==> config.mk <==
export PLATFORM = sky130hd
export DESIGN_NAME = dncnt_reload
export DESIGN_NICKNAME = d
export VERILOG_FILES = /design/src/rtl/dncnt_reload.sv
export SDC_FILE = /design/constraint.sdc
export NUM_CORES = 1
export LEC_CHECK = 0
export BUFFER_PORTS_ARGS = -buffer_cell sky130_fd_sc_hd__buf_2
export CAP_MARGIN = 20
export CELL_PAD_IN_SITES_DETAIL_PLACEMENT = 1
export CELL_PAD_IN_SITES_GLOBAL_PLACEMENT = 2
export CORE_MARGIN = 2
export CORE_UTILIZATION = 33
export DETAILED_ROUTE_END_ITERATION = 10
export GPL_TIMING_DRIVEN = 0
export PLACE_DENSITY = 0.86
export SYNTH_ARGS = -nofsm -noshare
export SYNTH_HDL_FRONTEND = slang
export SYNTH_SLANG_ARGS = --single-unit
export TNS_END_PERCENT = 50
==> constraint.sdc <==
create_clock -name clk -period 3.2 [get_ports clk]
set_input_delay 0 -clock clk [delete_from_list [all_inputs] [get_ports clk]]
set_output_delay 0 -clock clk [all_outputs]
set_load 0.01 [all_outputs]
==> src/rtl/dncnt_reload.sv <==
// rtl/dncnt_reload.sv - loadable cascadable down-counter with auto-reload and terminal-count pulse
module dncnt_reload #(
  parameter int WIDTH = 16
) (
  input  logic             clk,
  input  logic             resl,
  input  logic             ci,
  input  logic             ld,
  input  logic [WIDTH-1:0] d,
  input  logic             rld,
  output logic [WIDTH-1:0] q,
  output logic             co,
  output logic             tc
);

  logic [WIDTH-1:0] per;
  logic             q_zero;

  assign q_zero = (q == '0);

  // Borrow is left ungated by ld so an upper slice in a cascade always sees a consistent borrow.
  assign co = ci & q_zero;

  always_ff @(posedge clk or negedge resl) begin
    if (!resl) begin
      q   <= '0;
      per <= '0;
      tc  <= 1'b0;
    end else if (ld) begin
      q   <= d;
      per <= d;
      tc  <= 1'b0;
    end else if (ci) begin
      if (q_zero) begin
        q  <= rld ? per : '1;
        tc <= 1'b1;
      end else begin
        q  <= q - WIDTH'(1);
        tc <= 1'b0;
      end
    end else begin
      tc <= 1'b0;
    end
  end

endmodule

==> results of run 1 <==
## through the flow
| step | instances | setup WS [ps] | util (%) | total power, W |
|---|---|---|---|---|
| after floorplan | 205 | 871.2 | - | 0.0006687 |
| after global placement | 313 | 642.1 | 39.30 | 0.0007613 |
| after detailed placement | 313 | 589.1 | 39.30 | 0.0007711 |
| after CTS | 336 | 573.4 | 43.68 | 0.001085 |
| after global routing | 336 | 427.8 | 43.68 | 0.001137 |
| final | 336 | 583.7 | 43.68 | 0.001077 |
## critical path: stages, from the launching register on
cell,delay (ps)
sky130_fd_sc_hd__dfrtp_1,460
sky130_fd_sc_hd__inv_1,140
sky130_fd_sc_hd__ha_1,220
sky130_fd_sc_hd__or4b_2,660
sky130_fd_sc_hd__nor4_4,540
sky130_fd_sc_hd__mux2_2,410
sky130_fd_sc_hd__o21ai_2,110
## per-layer routing
layer / vias to the layer above / part of all wire [%] / wire length (um) / GRT usage (%)
met4: 0 / 1.0 / 61 / 7.119
met1: 945 / 48 / 2875 / 26.53
met5: - / 0 / 0 / 0
li1: 890 / - / - / -
met3: 6 / 3.9 / 234 / 4.382
met2: 39 / 48 / 2872 / 34.00
## state kept, by name (all words and copies together), names as in the netlist
signal and flops:
q 16, tc 1, per 16
## kinds of logic (layout without fill, tap and decap cells)
logic type                 after synthesis  in the layout  synth area share (%)
adders and majority gates                2              2                 1.303
buffers and inverters                   23             82                 4.560
and+or+nand+nor                         63             63                 18.89
DFF                                     33             33                 43.00
AOI/OAI and AO/OA                       64             64                 21.57
muxes                                   13             13                 7.492
xor gates and xnor gates                 7              7                 3.192
## path summary, 6_finish.rpt
check | depth (start not counted) | startpoint | end | slack [ps]
hold reg to reg | 1 | per[11]$_DFFE_PN0P_ | per[11]$_DFFE_PN0P_ | 500
setup reg to reg | 6 | q[0]$_DFFE_PN0P_ | q[1]$_DFFE_PN0P_ | 580
hold / removal | 3 | rld | q[0]$_DFFE_PN0P_ | 150
max in group asynchronous | 2 | resl | q[2]$_DFFE_PN0P_ | 2400
min in group asynchronous | 2 | resl | tc$_DFF_PN0_ | 320
setup / recovery | 6 | q[0]$_DFFE_PN0P_ | q[1]$_DFFE_PN0P_ | 580
## where the power goes
part	total, W	internal (W)	switching (W)
clock network	0.000299	0.000143	0.000156
logic	0.000264	0.000118	0.000146
registers	0.000514	0.000459	0.0000550
## area by class of cell
cell class                 instances  area, um^2
fill                             689        3139
tap                               72       90.09
sequential                        33       825.8
clock buffer                       5       68.82
buffer                            11       42.54
timing repair buffer              53       350.3
multi-input combinational        149        1007
inverter                          12       45.04
clock inverter                     1       5.005
## cells in the mapped netlist (2+ instances only)
cell                        count  area share, %
sky130_fd_sc_hd__dfrtp_1       33             43
sky130_fd_sc_hd__o21ai_0       24            6.3
sky130_fd_sc_hd__nor2_1        17            3.3
sky130_fd_sc_hd__inv_1         12            2.3
sky130_fd_sc_hd__mux2_2        11            6.4
sky130_fd_sc_hd__a22oi_1       10            3.9
sky130_fd_sc_hd__clkbuf_1      10            2.0
sky130_fd_sc_hd__a21oi_1        9            2.3
sky130_fd_sc_hd__nand2_1        8            1.6
sky130_fd_sc_hd__nor3_1         7            1.8
sky130_fd_sc_hd__nand4_1        6            2.0
sky130_fd_sc_hd__o31ai_1        5            2.0
sky130_fd_sc_hd__nor4_1         4            1.3
sky130_fd_sc_hd__xor2_1         4            1.8
sky130_fd_sc_hd__a2bb2oi_1      3            1.4
sky130_fd_sc_hd__o41ai_1        3            1.4
sky130_fd_sc_hd__xnor2_1        3            1.4
sky130_fd_sc_hd__and3_1         2           0.65
sky130_fd_sc_hd__ha_1           2            1.3
sky130_fd_sc_hd__mux2i_1        2            1.0
sky130_fd_sc_hd__nand2b_1       2           0.65
sky130_fd_sc_hd__nand3_1        2           0.52
sky130_fd_sc_hd__nor3b_1        2           0.78
sky130_fd_sc_hd__nor4b_1        2           0.91
sky130_fd_sc_hd__or4_1          2           0.78
## repair_timing
item | 4_1_cts | 5_1_grt
endpoints found under the setup margin | 0 | 0
hold buffers | 17 | 0
endpoints found under the hold margin | 59 | 0
==> impl_summary.txt, run 1 <==
----------------------------------------------------
[Power]
  Leakage power ... 1.032 nW
  Maximum ir drop on the vdd rail ... 0.2479 mV
  Cell Pwr Density ... 442.4 nW/um^2

[Synth]
  Most used DFF post-synth ... sky130_fd_sc_hd__dfrtp_1
  Fraction of the yosys area taken by sequential cells ... 43.00%
  Syn avg cell area ... 9.369 um^2
  Number of instances in the synthesized netlist ... 205
  Mapped cell area ... 1921 um^2
  Post-synth EDFFs ... 0
  Distinct cell type count after synthesis ... 45
  Synth warnings ... 0
  Yosys reg bits ... 33
  Asr flop ratio synth ... 100.0%
  Nets in the synthesized netlist ... 228

[Route]
  Router iterations before antenna repair ... 4
  Remaining routing DRC violations ... 0
  Total routed wirelength ... 6042 um
  DR iter-0 viols ... 81
  Average routed wire per standard cell ... 17.98 um
  Antenna-violating nets left ... 0
  Number of vias per cell after detailed routing ... 5.595
  Routed via count ... 1880

[Status]
  Run status ... completed

[Setup path]
  Arrival time worst endpoint ... 2830 ps
  Crit Path Max Fanout ... 8
  Required @ worst endpoint ... 3410 ps
  Kind of critical path ... reg -> reg
  Kind of start point of the critical path ... flip-flop
  Crit. End Element ... flip-flop

[Placement]
  Final HPWL DP ... 4200 um
  Placer's final routability congestion estimate ... 0.8050
  I/O Buffers ... 36
  Placement-stage cell area ... 2191 um^2

[Timing]
  Setup repair after global routing missed its margin ... false
  Hold_ws ... 146.4 ps
  Final clock period utilization by the worst path ... 81.76%
  Max-slew headroom ... 35.10%
  Post-route clock skew ... 2.671 ps
  FMAX ... 0.3822 GHz
  Final setup viols ... 0
  Setup total negative slack ... 0 ps
  Transition time at the pin with the least slew margin ... 964.6 ps
  Total count of hold-check failures in the final report ... 0
  Number of max-slew violations in the final report ... 0
  Final min period ... 2616 ps

[Hold path]
  Min-delay worst type ... in -> reg

[Clock network]
  Worst skew pair latency ... 280 ps
  Number of levels the H-tree was split into ... 2
  CTS clk-pin slew, worst paths ... 70 ps
  Clock root cell ... sky130_fd_sc_hd__clkbuf_8
  Clk sinks ... 33
  Longest Clk Path Bufs ... 2
  Number of clock buffers inserted by TritonCTS ... 5
  Post-cts resize count ... 0
  TritonCTS clock tree ... yes
  Buffers inserted during post-CTS setup optimization ... 0

[Cells and area]
  Layout area overhead ... 26.78%
  Area of all placed cells without fillers ... 2435 um^2
  Number of nets in the finished design ... 288
  # diodes ... 0
  Fraction of layout cells with a size suffix above 1 ... 22.73%
  Most common library cell in the layout ignoring fill and taps ... sky130_fd_sc_hd__buf_2
  Highest-count cells in the layout ignoring fill and taps ... 37 x sky130_fd_sc_hd__buf_2, 33 x sky130_fd_sc_hd__dfrtp_1, 24 x sky130_fd_sc_hd__o21ai_0

[Floorplanning]
  Die Footprint ... 6446 um^2
  Die Y-Extent ... 80.29 um
  X dimension of the die ... 80.29 um
  Std-Cell Core Area ... 5574 um^2
  Floorplan row count ... 27
  Boundary pin count ... 39
  Initial cell density of the core ... 34.46%

[Job]
  Maximum capacitance violations ... 0

[Global routing]
  Vias in the first global route ... 2023
  Global-route wire length before repair ... 10050 um
  Initial antenna violation count ... 0
  Global-route total usage across every layer ... 20.57%
  Largest net degree at the start of global routing ... 34
  Overflow left after global routing ... 0

----------------------------------------------------
Power figures use the tool's default switching activity.
==> inputs of run 2 (changes only) <==
ABC_AREA = 1   (was default)
CORE_UTILIZATION = 30   (was 33)
PLACE_DENSITY = 0.85   (was 0.86)
clock period = 2.45 ns   (was 3.2 ns; I/O delays follow)
==> run 2 against run 1 <==
First-iteration DRC count shrank 12%. Area after synthesis is 1.2% higher. Critical path depth increased by 1. Hold slack got worse by 0.95 ps. Combinational power is 34% higher. Routed wire length down 2.9%. Sequential power grew 30%. Via count grew 1.6%. Clock skew is 0.64 ps higher. Critical endpoint is now co.
==> impl_summary.txt, run 2 <==
----------------------------------------------------
[Status]
  Run status ... completed

[Synth]
  Most repeated cell in the gate-level netlist after synthesis ... sky130_fd_sc_hd__nand2_1
  Most used DFF post-synth ... sky130_fd_sc_hd__dfrtp_1
  Distinct cell type count after synthesis ... 27 (-40%)
  Post-synth EDFFs ... 0 (unchanged)
  Cell type with the largest total area after synthesis ... sky130_fd_sc_hd__dfrtp_1
  Nets in the synthesized netlist ... 286 (+25%)
  Ranking of synthesized cells by instance count ... 89 x sky130_fd_sc_hd__nand2_1, 33 x sky130_fd_sc_hd__dfrtp_1, 27 x sky130_fd_sc_hd__nor2_1
  Cell types occupying the most area after synthesis ... sky130_fd_sc_hd__dfrtp_1 42%, sky130_fd_sc_hd__nand2_1 17%, sky130_fd_sc_hd__nor2_1 5.2%
  Synth warnings ... 0 (unchanged)
  Proportion of netlist area held by the largest area contributor ... 42.47% (-0.53 points)
  Yosys reg bits ... 33 (unchanged)
  Number of instances in the synthesized netlist ... 263 (+28%)
  Syn avg cell area ... 7.393 um^2 (-21%)
  Mapped cell area ... 1944 um^2 (+1.2%)
  Asr flop ratio synth ... 100.0% (unchanged)
  Fraction of the yosys area taken by sequential cells ... 42.47% (-0.53 points)

[Cells and area]
  Fraction of layout cells with a size suffix above 1 ... 19.27% (-3.5 points)
  Filler cells ... 815 (+18%)
  Layout area overhead ... 28.25%
  FF/Latch Area ... 825.8 um^2 (unchanged)
  Most common library cell in the layout ignoring fill and taps ... sky130_fd_sc_hd__nand2_1
  Largest registers ... per: 16 flops, q: 16 flops, tc: 1 flops
  Highest-count cells in the layout ignoring fill and taps ... 89 x sky130_fd_sc_hd__nand2_1, 39 x sky130_fd_sc_hd__buf_2, 33 x sky130_fd_sc_hd__dfrtp_1
  # diodes ... 0 (unchanged)
  Number of nets in the finished design ... 349 (+21%)
  Area used by multi-input combinational logic ... 1005 um^2 (-0.25%)

[Route]
  Router iterations before antenna repair ... 4 (unchanged)
  Total routed wirelength ... 5865 um (-2.9%)
  Antenna-violating nets left ... 0 (unchanged)
  DR iter-0 viols ... 71 (-12%)
  Remaining routing DRC violations ... 0 (unchanged)
  Routed via count ... 1911 (+1.6%)
  Average routed wire per standard cell ... 14.52 um (-19%)
  Number of vias per cell after detailed routing ... 4.730 (-15%)

[Timing]
  Setup repair after global routing missed its margin ... false
  Total count of hold-check failures in the final report ... 0 (unchanged)
  Max-slew headroom ... 48.62% (+14 points)
  Final setup slack of the worst path ... 593.6 ps (+9.880 ps)
  Number of max-slew violations in the final report ... 0 (unchanged)
  Transition time at the pin with the least slew margin ... 770.7 ps (-193.9 ps)
  Post-route clock skew ... 3.313 ps (+0.6413 ps)
  Final clock period utilization by the worst path ... 75.77%
  Setup total negative slack ... 0 ps (unchanged)
  Final min period ... 1856 ps
  Final setup viols ... 0 (unchanged)
  FMAX ... 0.5387 GHz

[Clock network]
  Number of clock buffers inserted by TritonCTS ... 5 (unchanged)
  Longest Clk Path Bufs ... 2 (unchanged)
  Clock root cell ... sky130_fd_sc_hd__clkbuf_8
  Post-cts resize count ... 0 (unchanged)
  TritonCTS clock tree ... yes
  Worst skew pair latency ... 290 ps (about the same)
  Number of levels the H-tree was split into ... 2 (unchanged)
  CTS clk-pin slew, worst paths ... 70 ps (about the same)
  Clk sinks ... 33 (unchanged)

[Hold path]
  Min-delay worst type ... in -> reg
  Min-Delay Startpoint ... rld
  Endpoint, Worst Hold ... q[7]$_DFFE_PN0P_
  Number of stages on the worst hold path ... 4 (+1)

[Floorplanning]
  Boundary pin count ... 39 (unchanged)
  Die Footprint ... 7141 um^2 (+11%)
  Die Y-Extent ... 84.51 um (+5.2%)
  Initial cell density of the core ... 30.80% (-3.7 points)
  Floorplan row count ... 29 (+7.4%)
  Std-Cell Core Area ... 6314 um^2 (+13%)
  X dimension of the die ... 84.51 um (+5.2%)

[Job]
  Maximum capacitance violations ... 0 (unchanged)

[Global routing]
  Overflow left after global routing ... 0 (unchanged)
  Global-route total usage across every layer ... 17.88% (-2.7 points)
  Global-route wire length before repair ... 10200 um (+1.4%)
  Initial antenna violation count ... 0 (unchanged)
  Largest net degree at the start of global routing ... 34 (unchanged)
  Vias in the first global route ... 2146 (+6.1%)

[Setup path]
  Capture point of the worst reg-to-reg path ... q[0]$_DFFE_PN0P_
  Startpoint of the most critical register-to-register path ... q[0]$_DFFE_PN0P_
  R2r setup slk ... 720 ps (+140 ps)
  Count of cells along the worst register-to-register path ... 9 (+3)
  Crit. End Element ... output port
  Crit Path Max Fanout ... 7 (-1)
  Arrival time worst endpoint ... 1860 ps (-970 ps)
  Required @ worst endpoint ... 2450 ps (-960 ps)
  Kind of start point of the critical path ... flip-flop
  Kind of critical path ... reg -> out

[Placement]
  Pre-CTS WS ... 726.5 ps (+137.4 ps)
  Placer's final routability congestion estimate ... 0.8259 (+2.6%)
  I/O Buffers ... 38 (+5.6%)
  Final HPWL DP ... 4345 um (+3.5%)

[Power]
  Cell Pwr Density ... 573.4 nW/um^2 (+30%)
  Maximum ir drop on the vdd rail ... 0.2410 mV (-2.8%)
  Leakage power ... 1.262 nW (+22%)

----------------------------------------------------
==> run 2: layout make-up <==
type | instances | share of cell area, %
buffer | 4 | 0.6523
inverter | 26 | 3.914
tap | 77 | 3.864
clock inverter | 2 | 0.4014
clock buffer | 6 | 2.910
multi-input combinational | 200 | 40.29
timing repair buffer | 56 | 14.85
sequential | 33 | 33.12
==> run 2: per-layer routing <==
layer | up-vias | global-route usage, % | share of wire (%)
li1 | 961 | - | -
met5 | - | 0 | 0
met2 | 26 | 30.71 | 49
met4 | 0 | 6.926 | 1.8
met3 | 10 | 2.950 | 3.0
met1 | 914 | 22.42 | 46
==> run 2: report_power, final <==
| group | total (W) | internal [W] | switching, W | leakage (nW) |
|---|---|---|---|---|
| Sequential | 0.000666 | 0.000601 | 0.0000650 | 0.400 |
| Clock | 0.000409 | 0.000197 | 0.000212 | 0.0450 |
| Combinational | 0.000355 | 0.000141 | 0.000214 | 0.817 |
| Total | 0.00143 | 0.000938 | 0.000492 | 1.26 |
==> run 2: how the worst max path moves through the flow <==
stage / startpoint / end / slack, ps / cells after the start
finish: q[0]$_DFFE_PN0P_ / co / 590 / 7
floorplan: q[0]$_DFFE_PN0P_ / q[0]$_DFFE_PN0P_ / 1000 / 9
global placement: q[0]$_DFFE_PN0P_ / q[0]$_DFFE_PN0P_ / 770 / 9
detailed placement: q[0]$_DFFE_PN0P_ / q[0]$_DFFE_PN0P_ / 730 / 9
global route: q[0]$_DFFE_PN0P_ / co / 380 / 7
CTS: q[0]$_DFFE_PN0P_ / co / 600 / 7
==> run 2: cell families after synthesis <==
logic type | Yosys count | share of synthesized area [%]
simple gates | 149 | 34.88
compound gates | 42 | 12.35
flops | 33 | 42.47
buf+inv | 30 | 5.855
xor+xnor | 7 | 3.153
fa+ha+maj | 2 | 1.287
==> run 2: per-stage QoR <==
stage               hold slack, ps  utilization [%]  power [W]  area [um^2]  std cells
floorplan                   -295.6                -  0.0008779         1944        263
global placement             128.9            35.33   0.001005         2231        378
detailed placement           120.0            35.33   0.001011         2231        378
CTS                          146.7            39.50   0.001444         2494        404
global route                 157.6            39.50   0.001524         2494        404
finish                       145.5            39.50   0.001430         2494        404
==> run 2: worst max-delay path: stages (launching register included) <==
cell and delay, ps:
sky130_fd_sc_hd__dfrtp_1 400, sky130_fd_sc_hd__inv_1 170, sky130_fd_sc_hd__ha_1 260, sky130_fd_sc_hd__nand2_1 80, sky130_fd_sc_hd__nor2_2 150, sky130_fd_sc_hd__nand3_2 200
sky130_fd_sc_hd__nor2_1 150, sky130_fd_sc_hd__buf_2 150
==> run 2: what timing repair did <==
item	4_1_cts	5_1_grt
hold endpoints to repair	54	0
buffers inserted	0	0
hold buffers	18	0
